<file path="src/rtl/mult_arbiter_if.sv">
// Bus between mult_arbiter, its two requesters and the external shift-add datapath.
// The slave side is the arbiter/controller; the master side drives requests and datapath state.
interface mult_arbiter_if;
  logic [1:0]  Req;
  logic [7:0]  Mcand0;
  logic [7:0]  Mcand1;
  logic [7:0]  Mplier0;
  logic [7:0]  Mplier1;
  logic        M;
  logic [7:0]  Aval;
  logic [7:0]  Bval;
  logic [1:0]  Gnt;
  logic [7:0]  S;
  logic        ClearAX;
  logic        LoadB;
  logic        LoadAX;
  logic        Shift;
  logic        Sub;
  logic        Busy;
  logic        Done;
  logic [15:0] Product;
  logic        ResultId;

  modport slave (
    input  Req, Mcand0, Mcand1, Mplier0, Mplier1, M, Aval, Bval,
    output Gnt, S, ClearAX, LoadB, LoadAX, Shift, Sub, Busy, Done, Product, ResultId
  );

  modport master (
    output Req, Mcand0, Mcand1, Mplier0, Mplier1, M, Aval, Bval,
    input  Gnt, S, ClearAX, LoadB, LoadAX, Shift, Sub, Busy, Done, Product, ResultId
  );
endinterface

</file>
<file path="src/rtl/mult_arbiter.sv">
// Two-requester round-robin front end for a signed 8x8 shift-add multiplier.
// Sequences the external A/B/X datapath and returns a 16-bit product tagged with its owner.
module mult_arbiter (
  input  logic          Clk,
  input  logic          Reset,
  mult_arbiter_if.slave bus
);

  typedef enum logic [2:0] {
    ST_IDLE,
    ST_LOAD,
    ST_ADD,
    ST_SHIFT,
    ST_DONE
  } state_t;

  state_t      state;
  state_t      state_nxt;
  logic [2:0]  cnt;
  logic        ptr;
  logic [7:0]  mcand_q;
  logic [7:0]  mplier_q;
  logic        id_q;
  logic [15:0] product_q;
  logic        result_id_q;

  logic        winner;
  logic [1:0]  gnt;
  logic [7:0]  s_bus;
  logic        clear_ax;
  logic        load_b;
  logic        load_ax;
  logic        shift;
  logic        sub;
  logic        busy;
  logic        done;
  logic [15:0] product;
  logic        result_id;

  // A lone requester always wins; on contention the pointer decides.
  always_comb begin
    winner = ptr;
    if (bus.Req == 2'b01) winner = 1'b0;
    else if (bus.Req == 2'b10) winner = 1'b1;
  end

  always_ff @(posedge Clk) begin
    // NOTE: non-blocking assignments throughout, so every register samples pre-edge values.
    if (Reset) state <= ST_IDLE;
    else       state <= state_nxt;
  end

  always_ff @(posedge Clk) begin
    if (Reset) begin
      cnt         <= 3'd0;
      ptr         <= 1'b0;
      mcand_q     <= 8'h00;
      mplier_q    <= 8'h00;
      id_q        <= 1'b0;
      product_q   <= 16'h0000;
      result_id_q <= 1'b0;
    end else begin
      if (gnt != 2'b00) begin
        mcand_q  <= winner ? bus.Mcand1  : bus.Mcand0;
        mplier_q <= winner ? bus.Mplier1 : bus.Mplier0;
        id_q     <= winner;
        ptr      <= ~winner;
        cnt      <= 3'd0;
      end
      if (state == ST_SHIFT && cnt != 3'd7) cnt <= cnt + 3'd1;
      if (state == ST_DONE) begin
        product_q   <= {bus.Aval, bus.Bval};
        result_id_q <= id_q;
      end
    end
  end

  always_comb begin
    // NOTE: every output gets a default before the case, so no latch is inferred.
    state_nxt = state;
    gnt       = 2'b00;
    s_bus     = 8'h00;
    clear_ax  = 1'b0;
    load_b    = 1'b0;
    load_ax   = 1'b0;
    shift     = 1'b0;
    sub       = 1'b0;
    done      = 1'b0;
    busy      = (state != ST_IDLE);
    product   = product_q;
    result_id = result_id_q;

    unique case (state)
      ST_IDLE: begin
        if (bus.Req != 2'b00) begin
          gnt[winner] = 1'b1;
          state_nxt   = ST_LOAD;
        end
      end
      ST_LOAD: begin
        clear_ax  = 1'b1;
        load_b    = 1'b1;
        s_bus     = mplier_q;
        state_nxt = ST_ADD;
      end
      ST_ADD: begin
        // The final partial product carries the multiplier sign, so it is subtracted.
        s_bus     = mcand_q;
        load_ax   = bus.M;
        sub       = bus.M && (cnt == 3'd7);
        state_nxt = ST_SHIFT;
      end
      ST_SHIFT: begin
        shift     = 1'b1;
        state_nxt = (cnt == 3'd7) ? ST_DONE : ST_ADD;
      end
      ST_DONE: begin
        // Present the finished product in the Done cycle itself; the register holds it afterwards.
        done      = 1'b1;
        product   = {bus.Aval, bus.Bval};
        result_id = id_q;
        state_nxt = ST_IDLE;
      end
      default: state_nxt = ST_IDLE;
    endcase

    // NOTE: reset is synchronous, so state is still stale during the reset cycle; force outputs low here.
    if (Reset) begin
      state_nxt = ST_IDLE;
      gnt       = 2'b00;
      s_bus     = 8'h00;
      clear_ax  = 1'b0;
      load_b    = 1'b0;
      load_ax   = 1'b0;
      shift     = 1'b0;
      sub       = 1'b0;
      done      = 1'b0;
      busy      = 1'b0;
      product   = product_q;
      result_id = result_id_q;
    end
  end

  assign bus.Gnt      = gnt;
  assign bus.S        = s_bus;
  assign bus.ClearAX  = clear_ax;
  assign bus.LoadB    = load_b;
  assign bus.LoadAX   = load_ax;
  assign bus.Shift    = shift;
  assign bus.Sub      = sub;
  assign bus.Busy     = busy;
  assign bus.Done     = done;
  assign bus.Product  = product;
  assign bus.ResultId = result_id;

endmodule

</file>
<file path="src/flat_wrapper.sv">
// flat-port wrapper written by rule: the top's interface ports become plain ports
module mult_arbiter_flat 
  (Clk, Reset, bus_Req, bus_Mcand0, bus_Mcand1, bus_Mplier0, bus_Mplier1, bus_M, bus_Aval, bus_Bval, bus_Gnt, bus_S, bus_ClearAX, bus_LoadB, bus_LoadAX, bus_Shift, bus_Sub, bus_Busy, bus_Done, bus_Product, bus_ResultId);
  mult_arbiter_if bus_i ();
  input  logic Clk;
  input  logic Reset;
  input wire logic [$bits(bus_i.Req)-1:0] bus_Req;
  input wire logic [$bits(bus_i.Mcand0)-1:0] bus_Mcand0;
  input wire logic [$bits(bus_i.Mcand1)-1:0] bus_Mcand1;
  input wire logic [$bits(bus_i.Mplier0)-1:0] bus_Mplier0;
  input wire logic [$bits(bus_i.Mplier1)-1:0] bus_Mplier1;
  input wire logic [$bits(bus_i.M)-1:0] bus_M;
  input wire logic [$bits(bus_i.Aval)-1:0] bus_Aval;
  input wire logic [$bits(bus_i.Bval)-1:0] bus_Bval;
  output wire logic [$bits(bus_i.Gnt)-1:0] bus_Gnt;
  output wire logic [$bits(bus_i.S)-1:0] bus_S;
  output wire logic [$bits(bus_i.ClearAX)-1:0] bus_ClearAX;
  output wire logic [$bits(bus_i.LoadB)-1:0] bus_LoadB;
  output wire logic [$bits(bus_i.LoadAX)-1:0] bus_LoadAX;
  output wire logic [$bits(bus_i.Shift)-1:0] bus_Shift;
  output wire logic [$bits(bus_i.Sub)-1:0] bus_Sub;
  output wire logic [$bits(bus_i.Busy)-1:0] bus_Busy;
  output wire logic [$bits(bus_i.Done)-1:0] bus_Done;
  output wire logic [$bits(bus_i.Product)-1:0] bus_Product;
  output wire logic [$bits(bus_i.ResultId)-1:0] bus_ResultId;
  assign bus_i.Req = bus_Req;
  assign bus_i.Mcand0 = bus_Mcand0;
  assign bus_i.Mcand1 = bus_Mcand1;
  assign bus_i.Mplier0 = bus_Mplier0;
  assign bus_i.Mplier1 = bus_Mplier1;
  assign bus_i.M = bus_M;
  assign bus_i.Aval = bus_Aval;
  assign bus_i.Bval = bus_Bval;
  assign bus_Gnt = bus_i.Gnt;
  assign bus_S = bus_i.S;
  assign bus_ClearAX = bus_i.ClearAX;
  assign bus_LoadB = bus_i.LoadB;
  assign bus_LoadAX = bus_i.LoadAX;
  assign bus_Shift = bus_i.Shift;
  assign bus_Sub = bus_i.Sub;
  assign bus_Busy = bus_i.Busy;
  assign bus_Done = bus_i.Done;
  assign bus_Product = bus_i.Product;
  assign bus_ResultId = bus_i.ResultId;
  mult_arbiter u_core (.Clk(Clk), .Reset(Reset), .bus(bus_i));
endmodule
</file>
<file path="config.mk">
export PLATFORM = sky130hd
export DESIGN_NAME = mult_arbiter_flat
export DESIGN_NICKNAME = d
export VERILOG_FILES = /design/src/rtl/mult_arbiter_if.sv /design/src/rtl/mult_arbiter.sv /design/src/flat_wrapper.sv
export SDC_FILE = /design/constraint.sdc
export NUM_CORES = 1
export LEC_CHECK = 0
export ABC_AREA = 0
export CAP_MARGIN = 5
export CORE_MARGIN = 2
export CORE_UTILIZATION = 45
export CTS_BUF_LIST = sky130_fd_sc_hd__clkbuf_8
export CTS_CLUSTER_DIAMETER = 30
export DETAILED_ROUTE_END_ITERATION = 8
export PLACE_DENSITY = 0.85
export SYNTH_ARGS = -nofsm -noshare
export SYNTH_HDL_FRONTEND = slang
export SYNTH_SLANG_ARGS = --single-unit
export TNS_END_PERCENT = 1
</file>
<file path="constraint.sdc">
create_clock -name Clk -period 2.17 [get_ports Clk]
set_clock_uncertainty 0.15 [all_clocks]
set_input_delay 0.434 -clock Clk [delete_from_list [all_inputs] [get_ports Clk]]
set_output_delay 0.434 -clock Clk [all_outputs]
set_load 0.02 [all_outputs]
</file>
### After elaboration in Yosys (flattened, before gate mapping)

Cells that the tools add are included.

| cells by class | value |
|---|---|
| bitwise gates (word level) | 1 |
| multiplexer cells | 31 |
| $mul | 0 |
| equal/unequal tests | 9 |
| shift operators | 0 |
| reduce and logical (&&, ||, !) cells | 8 |
| $add $sub $neg | 1 |
| magnitude comparators | 2 |
| divide/modulo/power cells | 0 |

Operator list:

| kind | count |
|---|---|
| 16-bit two-way mux | 2 |
| 8-bit two-way mux | 3 |
| 1-bit two-way mux | 16 |
| 8-bit case mux with 2 select lines | 1 |
| 3-bit two-way mux | 4 |
| 3-bit case mux with 4 select lines | 1 |
| 3-bit by 2-bit equality test with 1-bit output (second input constant) | 2 |
| 3-bit equality test (second input constant) | 2 |
| 2-bit two-way mux | 3 |
| 2-bit nonzero test | 3 |
| 3-bit by 1-bit adder with 3-bit output (second input constant) | 1 |
| 3-bit by 1-bit equality test with 1-bit output (second input constant) | 1 |
| 1-bit logical AND | 3 |
| 3-bit logical NOT | 1 |
| 3-bit inequality test (second input constant) | 1 |
| 3-bit nonzero test | 1 |
| 2-bit by 1-bit equality test with 1-bit output (second input constant) | 1 |
| 2-bit equality test (second input constant) | 1 |
| 1-bit by 2-bit less-than comparator with 1-bit output (second input constant) | 1 |
| 2-bit by 1-bit inequality test with 1-bit output (second input constant) | 1 |
| 1-bit demux with 1-bit select | 1 |
| 1-bit greater-or-equal comparator (second input constant) | 1 |
| 1-bit inverter | 1 |

| storage, ports and cells | value |
|---|---|
| memories | 0 |
| input port bits | 53 |
| output and inout port bits | 34 |
| register bits | 41 |
| word-level logic and storage cells | 60 |
| bits in latches | 0 |
| memory bits (read-only) | 0 |
| RAM bits | 0 |

### Longest topological paths before layout

Gate-level depths: netlist of run 1.

| logic depth | value |
|---|---|
| depth in word-level cells | 13 |
| depth in mapped cells | 7 |
| mapped depth without buffers | 6 |

### Worst setup path before layout of run 1

No wires, ideal clock.

| timing | value |
|---|---|
| path kind | input-to-output |
| start point | in Reset |
| end point | out bus_LoadB |
| path slack | -0.105 ns |
| stages on the path | 4 |
| path buffers | 3 |
| data arrival time | 1.691 ns |
| required time | 1.586 ns |
| path through | buf_2 > buf_1 > nor3_1 > buf_4 |

| on the way | value |
|---|---|
| longest elaborated chain between the ends | 1 |

Ends and longest elaborated chain:

| element | RTL line | source |
|---|---|---|
| start, declared | flat_wrapper.sv:6 | `input logic Reset;` |
| 1-bit two-way mux | n/a |  |
| end, declared | flat_wrapper.sv:18 | `output wire logic [$bits(bus_i.LoadB)-1:0] bus_LoadB;` |

Every way passes these cells.

### Worst setup path after layout of run 1

| timing | value |
|---|---|
| start point | reg u_core.state[0] |
| end point | out bus_Product[0] |

| on the way | value |
|---|---|
| longest elaborated chain between the ends | 3 |

Ends and longest elaborated chain:

| element | RTL line | source |
|---|---|---|
| start, declared | mult_arbiter.sv:17 | `state_t state;` |
| start signal, assigned | mult_arbiter.sv:50 | `else state <= state_nxt;` |
| 3-bit equality test | mult_arbiter.sv:93 | `unique case (state)` |
| 16-bit two-way mux | mult_arbiter.sv:93 |  |
| 16-bit two-way mux | mult_arbiter.sv:128 | `if (Reset) begin` |
| end, declared | flat_wrapper.sv:24 | `output wire logic [$bits(bus_i.Product)-1:0] bus_Product;` |

Every way passes these cells.

==> flow_metrics.env, run 1 <==
export IMPL_status="complete, but fails checks"
export IMPL_violations="setup timing"
export IMPL_vias=2197
export IMPL_worstSetupPathType="reg2out"
export IMPL_synthArstFlopShare_pct=0
export IMPL_worst_slack_ps=-81.6
export IMPL_final_nets=421
export IMPL_reg2regPathDepth=7
export IMPL_die_h_um=73.9
export IMPL_setup_viol=14
export IMPL_post_synth_top_area_cell="dfxtp_1"
export IMPL_syn_area_per_cell_um2=8.46
export IMPL_final_common_cell="nand2_1"
export IMPL_drtIter0Drc=98
export IMPL_min_to="u_core.product_q[12]"
export IMPL_clk_pin_slew_ps=80
export IMPL_cp_end_kind="output pin"
export IMPL_ys_flop_type="dfxtp_1"
export IMPL_grt_pass1_wl_um=8580
export IMPL_r2r_end="u_core.mcand_q[1]"
export IMPL_cts_buffer_depth=2
export IMPL_hold_path_class="reg2reg"
export IMPL_drc=0
export IMPL_maxCapViolations=0
export IMPL_synth_xor_area_share_pct=0
export IMPL_powerDensity_nw_per_um2=544
export IMPL_worstPathRequired_ps=1590
export IMPL_synthCells=260
export IMPL_leakage_nw=1.37
export IMPL_synth_nets=315
export IMPL_rrSetupSlack_ps=380
export IMPL_synthMuxAreaShare_pct=10.2
export IMPL_r2r_start="u_core.state[2]"
export IMPL_grt_usage_pct=20.1
export IMPL_crit_arrival_ps=1670
export IMPL_cts_tree="built"
export IMPL_numCtsBuffers=5
export IMPL_synth_top_family_by_area="simple AND/OR/NAND/NOR gates"
export IMPL_cts_sinks=41
export IMPL_rows=25
export IMPL_num_fill_cells=373
export IMPL_design_core_area_um2=4720
export IMPL_ioPinCount=87
export IMPL_vias_per_cell=5.06
export IMPL_dp_hpwl_um=4070
export IMPL_synth_fa_ha_area_share_pct=1.14
export IMPL_port_buffers=86
export IMPL_clk_insertion_delay_late_ps=300
export IMPL_multi_input_area_um2=1270
export IMPL_routedWlPerCell_um=13.2
export IMPL_worst_hold_startpoint="u_core.product_q[12]"
export IMPL_start_util_pct=46.6
export IMPL_ys_top_cells_by_area="dfxtp_1 (37%), nand2_1 (8.9%), a21oi_1 (8.6%)"
export IMPL_tightestPinTransition_ps=663
export IMPL_ant_nets=0
export IMPL_synth_top_area_share_pct=37.3
export IMPL_antenna_found_initial=0
export IMPL_yosysSeqAreaShare_pct=37.3
export IMPL_final_core_util_pct=71.2
export IMPL_antenna_cells=0
export IMPL_dieArea_um2=5460
export IMPL_root_buffer="clkbuf_8"
export IMPL_htreeDepth=2
export IMPL_fmax_ghz=0.444
export IMPL_overflow=0
export IMPL_min_path_cells=2
export IMPL_synth_edff_count=0
export IMPL_wl_um=5710
export IMPL_place_congestion=0.814
export IMPL_ir_worst_vdd_mv=0.448
export IMPL_yosys_warnings=0
export IMPL_placedCellCount=418
export IMPL_layout_common_cells="nand2_1 (52), clkdlybuf4s50_1 (51), dfxtp_1 (40)"
export IMPL_syn_cell_area_um2=2200
export IMPL_syn_to_final_growth_pct=52.8
export IMPL_die_x_um=73.9
export IMPL_critPathLaunchType="flip-flop"
export IMPL_yosys_area_share_simple_pct=22.5
export IMPL_finalCritPeriodShare_pct=104
export IMPL_regArea_um2=822
export IMPL_finalHoldViolCount=0
export IMPL_drive_above_1_share_pct=31.6
export IMPL_drtPass1Iterations=4
export IMPL_synth_compound_area_share_pct=21.9
export IMPL_cts_hold_buf=0
export IMPL_final_cells=434
export IMPL_finalMaxSlewViolations=0
export IMPL_synthDistinctLibCells=37
export IMPL_grt_max_degree=20
export IMPL_rsz0062_at_grt="yes"
export IMPL_ys_ff_latch=41
export IMPL_relSlewSlack_pct=55.7
export IMPL_post_route_min_period_ps=2250
export IMPL_grt_pass1_vias=1991
export IMPL_cp_max_fo=11
==> how the worst max path moves through the flow <==
stage                    start              end
2_1_floorplan            Reset  bus_Product[10]
3_3_place_gp        bus_Req[0]       bus_Gnt[1]
3_5_place_dp        bus_Req[0]       bus_Gnt[1]
4_1_cts        u_core.state[0]     bus_ResultId
5_1_grt        u_core.state[0]   bus_Product[5]
6_report       u_core.state[0]   bus_Product[0]
==> metrics by stage <==
stage | setup TNS (ps) | instance area, µm² | worst slack (ps) | hold slack (ps) | total power, mW
finish | -610 | 3360 | -81.6 | 306 | 1.83
global route | -1320 | 3360 | -121 | 324 | 1.90
CTS | -448 | 3250 | -144 | 308 | 1.84
detailed placement | -7760 | 3250 | -442 | 296 | 1.21
global placement | -7550 | 3250 | -415 | 289 | 1.20
floorplan | 0 | 2200 | 73.8 | 284 | 1.02
==> synthesized netlist by cell type, types with 2 or more instances <==
master,number
nand2_1,52
nor3_1,3
or2_2,2
nor2_1,31
clkbuf_1,6
a211oi_1,7
a21oi_1,38
ha_1,2
mux2_4,9
o21ai_0,2
nand3_1,3
dfxtp_1,41
mux2_2,8
a22oi_1,9
nor2b_1,2
a211oi_2,9
and2_1,3
buf_12,2
nor3b_1,2
buf_4,3
buf_6,2
buf_2,8
nand2b_1,2
==> per-layer routing <==
layer | track usage, % | share of wire (%) | vias to the layer above
li1 | - | - | 1109
met1 | 23.4 | 40 | 992
met2 | 36.4 | 51 | 89
met3 | 4.66 | 7.8 | 7
met4 | 6.06 | 1.1 | 0
met5 | 0 | 0 | -
==> power by group <==
part           internal (mW)  switching [mW]  leakage, nW
combinational          0.206           0.180        0.978
sequential             0.787          0.0252        0.334
clock                  0.344           0.287       0.0543
==> worst max-delay path, stage by stage, from the launching register on <==
cell,delay [ps]
dfxtp_2,330
nand2b_4,140
nor3_4,140
buf_12,160
buf_4,120
mux2_2,320
buf_2,160
==> cells by family after synthesis <==
group	Yosys count
multiplexers	17
buffers and inverters	22
adder cells (fa/ha/maj)	2
flip-flops	41
AO/OA/AOI/OAI	70
AND/OR/NAND/NOR	108
==> final cells by class <==
type                       instances  area share, %
clock inverter                     3           1.38
sequential                        41           24.5
timing repair buffer             121           31.9
multi-input combinational        197           37.8
clock buffer                       5           2.05
tap                               67           2.49
==> timing repair <==
action	in CTS	in global routing
gates resized for setup	123	29
setup endpoints to repair	34	30
cloned	0	0
buffers inserted	0	8
==> state kept, by name, indices dropped and copies added, names as in the netlist <==
register	cells
u_core.product_q	16
u_core.mcand_q	8
u_core.mplier_q	8
u_core.cnt	3
u_core.state	3
u_core.id_q	1
u_core.ptr	1
u_core.result_id_q	1
Power figures use the tool's default switching activity.
==> inputs of run 2 (changes only) <==
Settings changed: ABC_CLOCK_PERIOD_IN_PS set to 2000, CORE_MARGIN 2 to 3, CORE_UTILIZATION 45 to 41, PLACE_DENSITY 0.85 to 0.81.
Clock period 2.17 ns to 2 ns, I/O delays scaled along.
==> run 2 against run 1 <==
The run still ends with setup timing left. Sequential power is 8.6% higher. Combinational power increased by 8.3%. Cell count up 0.46%. Flip-flop and latch count is the same. Via count is 1.2% higher. Clock power rose by 8.4%. Hold slack lost 0.56 ps. Register-to-register slack got worse by 190 ps. Worst setup slack worse by 160 ps. Die area is 15% higher. Critical path type unchanged. Largest cell class unchanged. Highest routed layer unchanged.
==> flow_metrics.env, run 2 (synthesized netlist as in run 1, its figures left out) <==
export IMPL_pre_cts_slack_ps=-513
export IMPL_clk_pin_slew_ps=80
export IMPL_cts_tree="built"
export IMPL_tightestPinTransition_ps=675
export IMPL_top_regs="u_core.product_q (16), u_core.mcand_q (8), u_core.mplier_q (8)"
export IMPL_maxCapViolations=0
export IMPL_cp_common_cell="buf_12"
export IMPL_fmax_ghz=0.445
export IMPL_use_met3_pct=4.76
export IMPL_powerDensity_nw_per_um2=599
export IMPL_root_buffer="clkbuf_8"
export IMPL_status="complete, but fails checks"
export IMPL_largest_reg_flops=16
export IMPL_ioPinCount=87
export IMPL_clk_insertion_delay_late_ps=300
export IMPL_syn_to_final_growth_pct=50.5
export IMPL_num_fill_cells=459
export IMPL_leakage_nw=1.35
export IMPL_grt_pass1_wl_um=9940
export IMPL_rows=26
export IMPL_cts_buffer_depth=2
export IMPL_cts_hold_buf=0
export IMPL_grt_use_met1_pct=23.6
export IMPL_finalCritPeriodShare_pct=112
export IMPL_finalMaxSlewViolations=0
export IMPL_drtIter0Drc=61
export IMPL_fin_hold_ws_ps=305
export IMPL_rsz0062_at_grt="yes"
export IMPL_final_nets=420
export IMPL_overflow=0
export IMPL_relSlewSlack_pct=55.0
export IMPL_final_cells=436
export IMPL_vias_per_cell=5.10
export IMPL_grt_max_degree=25
export IMPL_cp_end_kind="output pin"
export IMPL_die_x_um=79.2
export IMPL_vias=2223
export IMPL_routedWlPerCell_um=13.9
export IMPL_cp_max_fo=13
export IMPL_grt_usage_pct=19.7
export IMPL_start_util_pct=42.8
export IMPL_finalHoldViolCount=0
export IMPL_dp_hpwl_um=4520
export IMPL_critPathLaunchType="flip-flop"
export IMPL_drive_above_1_share_pct=32.5
export IMPL_crit_chain="nand2b_4, nor3_4, buf_12, buf_12, mux2_4, buf_4"
export IMPL_drtPass1Iterations=4
export IMPL_placedCellCount=423
export IMPL_worst_slack_ps=-246
export IMPL_cts_sinks=41
export IMPL_port_buffers=86
export IMPL_dieArea_um2=6280
export IMPL_crit_arrival_ps=1700
export IMPL_worstSetupPathType="reg2out"
export IMPL_antenna_cells=0
export IMPL_top_register="u_core.product_q"
export IMPL_layout_common_cells="nand2_1 (52), clkdlybuf4s50_1 (51), buf_4 (41)"
export IMPL_grt_pass1_vias=2225
export IMPL_wl_um=6050
export IMPL_cp_slowest_cell="dfxtp_2"
export IMPL_grt_busiest_layer="met2"
export IMPL_ir_worst_vdd_mv=0.422
export IMPL_reg2regPathDepth=7
export IMPL_antenna_found_initial=0
export IMPL_final_core_util_pct=64.4
export IMPL_use_met2_pct=35.7
export IMPL_post_route_min_period_ps=2250
export IMPL_worstPathRequired_ps=1450
export IMPL_numCtsBuffers=5
export IMPL_min_path_cells=2
export IMPL_setup_viol=21
export IMPL_final_common_cell="nand2_1"
export IMPL_design_core_area_um2=5140
export IMPL_place_congestion=0.791
export IMPL_hold_path_class="reg2reg"
export IMPL_slowest_delay_ps=350
export IMPL_drc=0
export IMPL_die_h_um=79.2
export IMPL_htreeDepth=2
export IMPL_violations="setup timing"
export IMPL_ant_nets=0
## run 2: area by class of cell
class                   instances  area (µm²)  share of cell area [%]
multi-input cells             197        1260                    38.1
repair buffers                120        1020                    30.8
flip-flops and latches         41         827                    25.0
well taps                      70        87.6                    2.65
clock buffers                   5        68.8                    2.08
clock inverters                 3        46.3                    1.40
## run 2: metal layers
metal / wire, µm / up-vias
met4: 68 / 0
met1: 2610 / 1021
met3: 372 / 10
met2: 3010 / 85
li1: - / 1107
met5: 0 / -
## run 2: worst paths after layout
check	endpoint	from	slack, ps
max reg2reg	u_core.cnt[0]	u_core.cnt[0]	190
max	bus_Product[14]	u_core.state[0]	-250
min	u_core.product_q[15]	u_core.product_q[15]	310
min reg2reg	u_core.product_q[15]	u_core.product_q[15]	310
## run 2: through the flow
step | power (mW) | instance area (µm²) | TNS, ps
final | 1.98 | 3310 | -3540
after detailed placement | 1.32 | 3250 | -11300
after global routing | 2.08 | 3310 | -5790
after floorplan | 1.11 | 2200 | -254
after global placement | 1.31 | 3250 | -10750
after CTS | 2.00 | 3270 | -5050
## run 2: power by group
group / leakage (nW) / internal [mW] / switching, mW / total, mW
Sequential: 0.335 / 0.853 / 0.0281 / 0.882
Combinational: 0.961 / 0.226 / 0.192 / 0.418
Clock: 0.0543 / 0.374 / 0.311 / 0.685
Total: 1.35 / 1.45 / 0.531 / 1.98
## run 2: critical path, delay by kind of cell (launching register included)
kind / cells / cell delay (ps)
muxes: 1 / 290
DFF: 1 / 350
and+or+nand+nor: 2 / 290
buffers and inverters: 3 / 450
## run 2: repair_timing
item                       4_1_cts  5_1_grt
cloned                           0        0
resized for setup              139       16
buffers inserted                 0        5
setup endpoints to repair       34       34
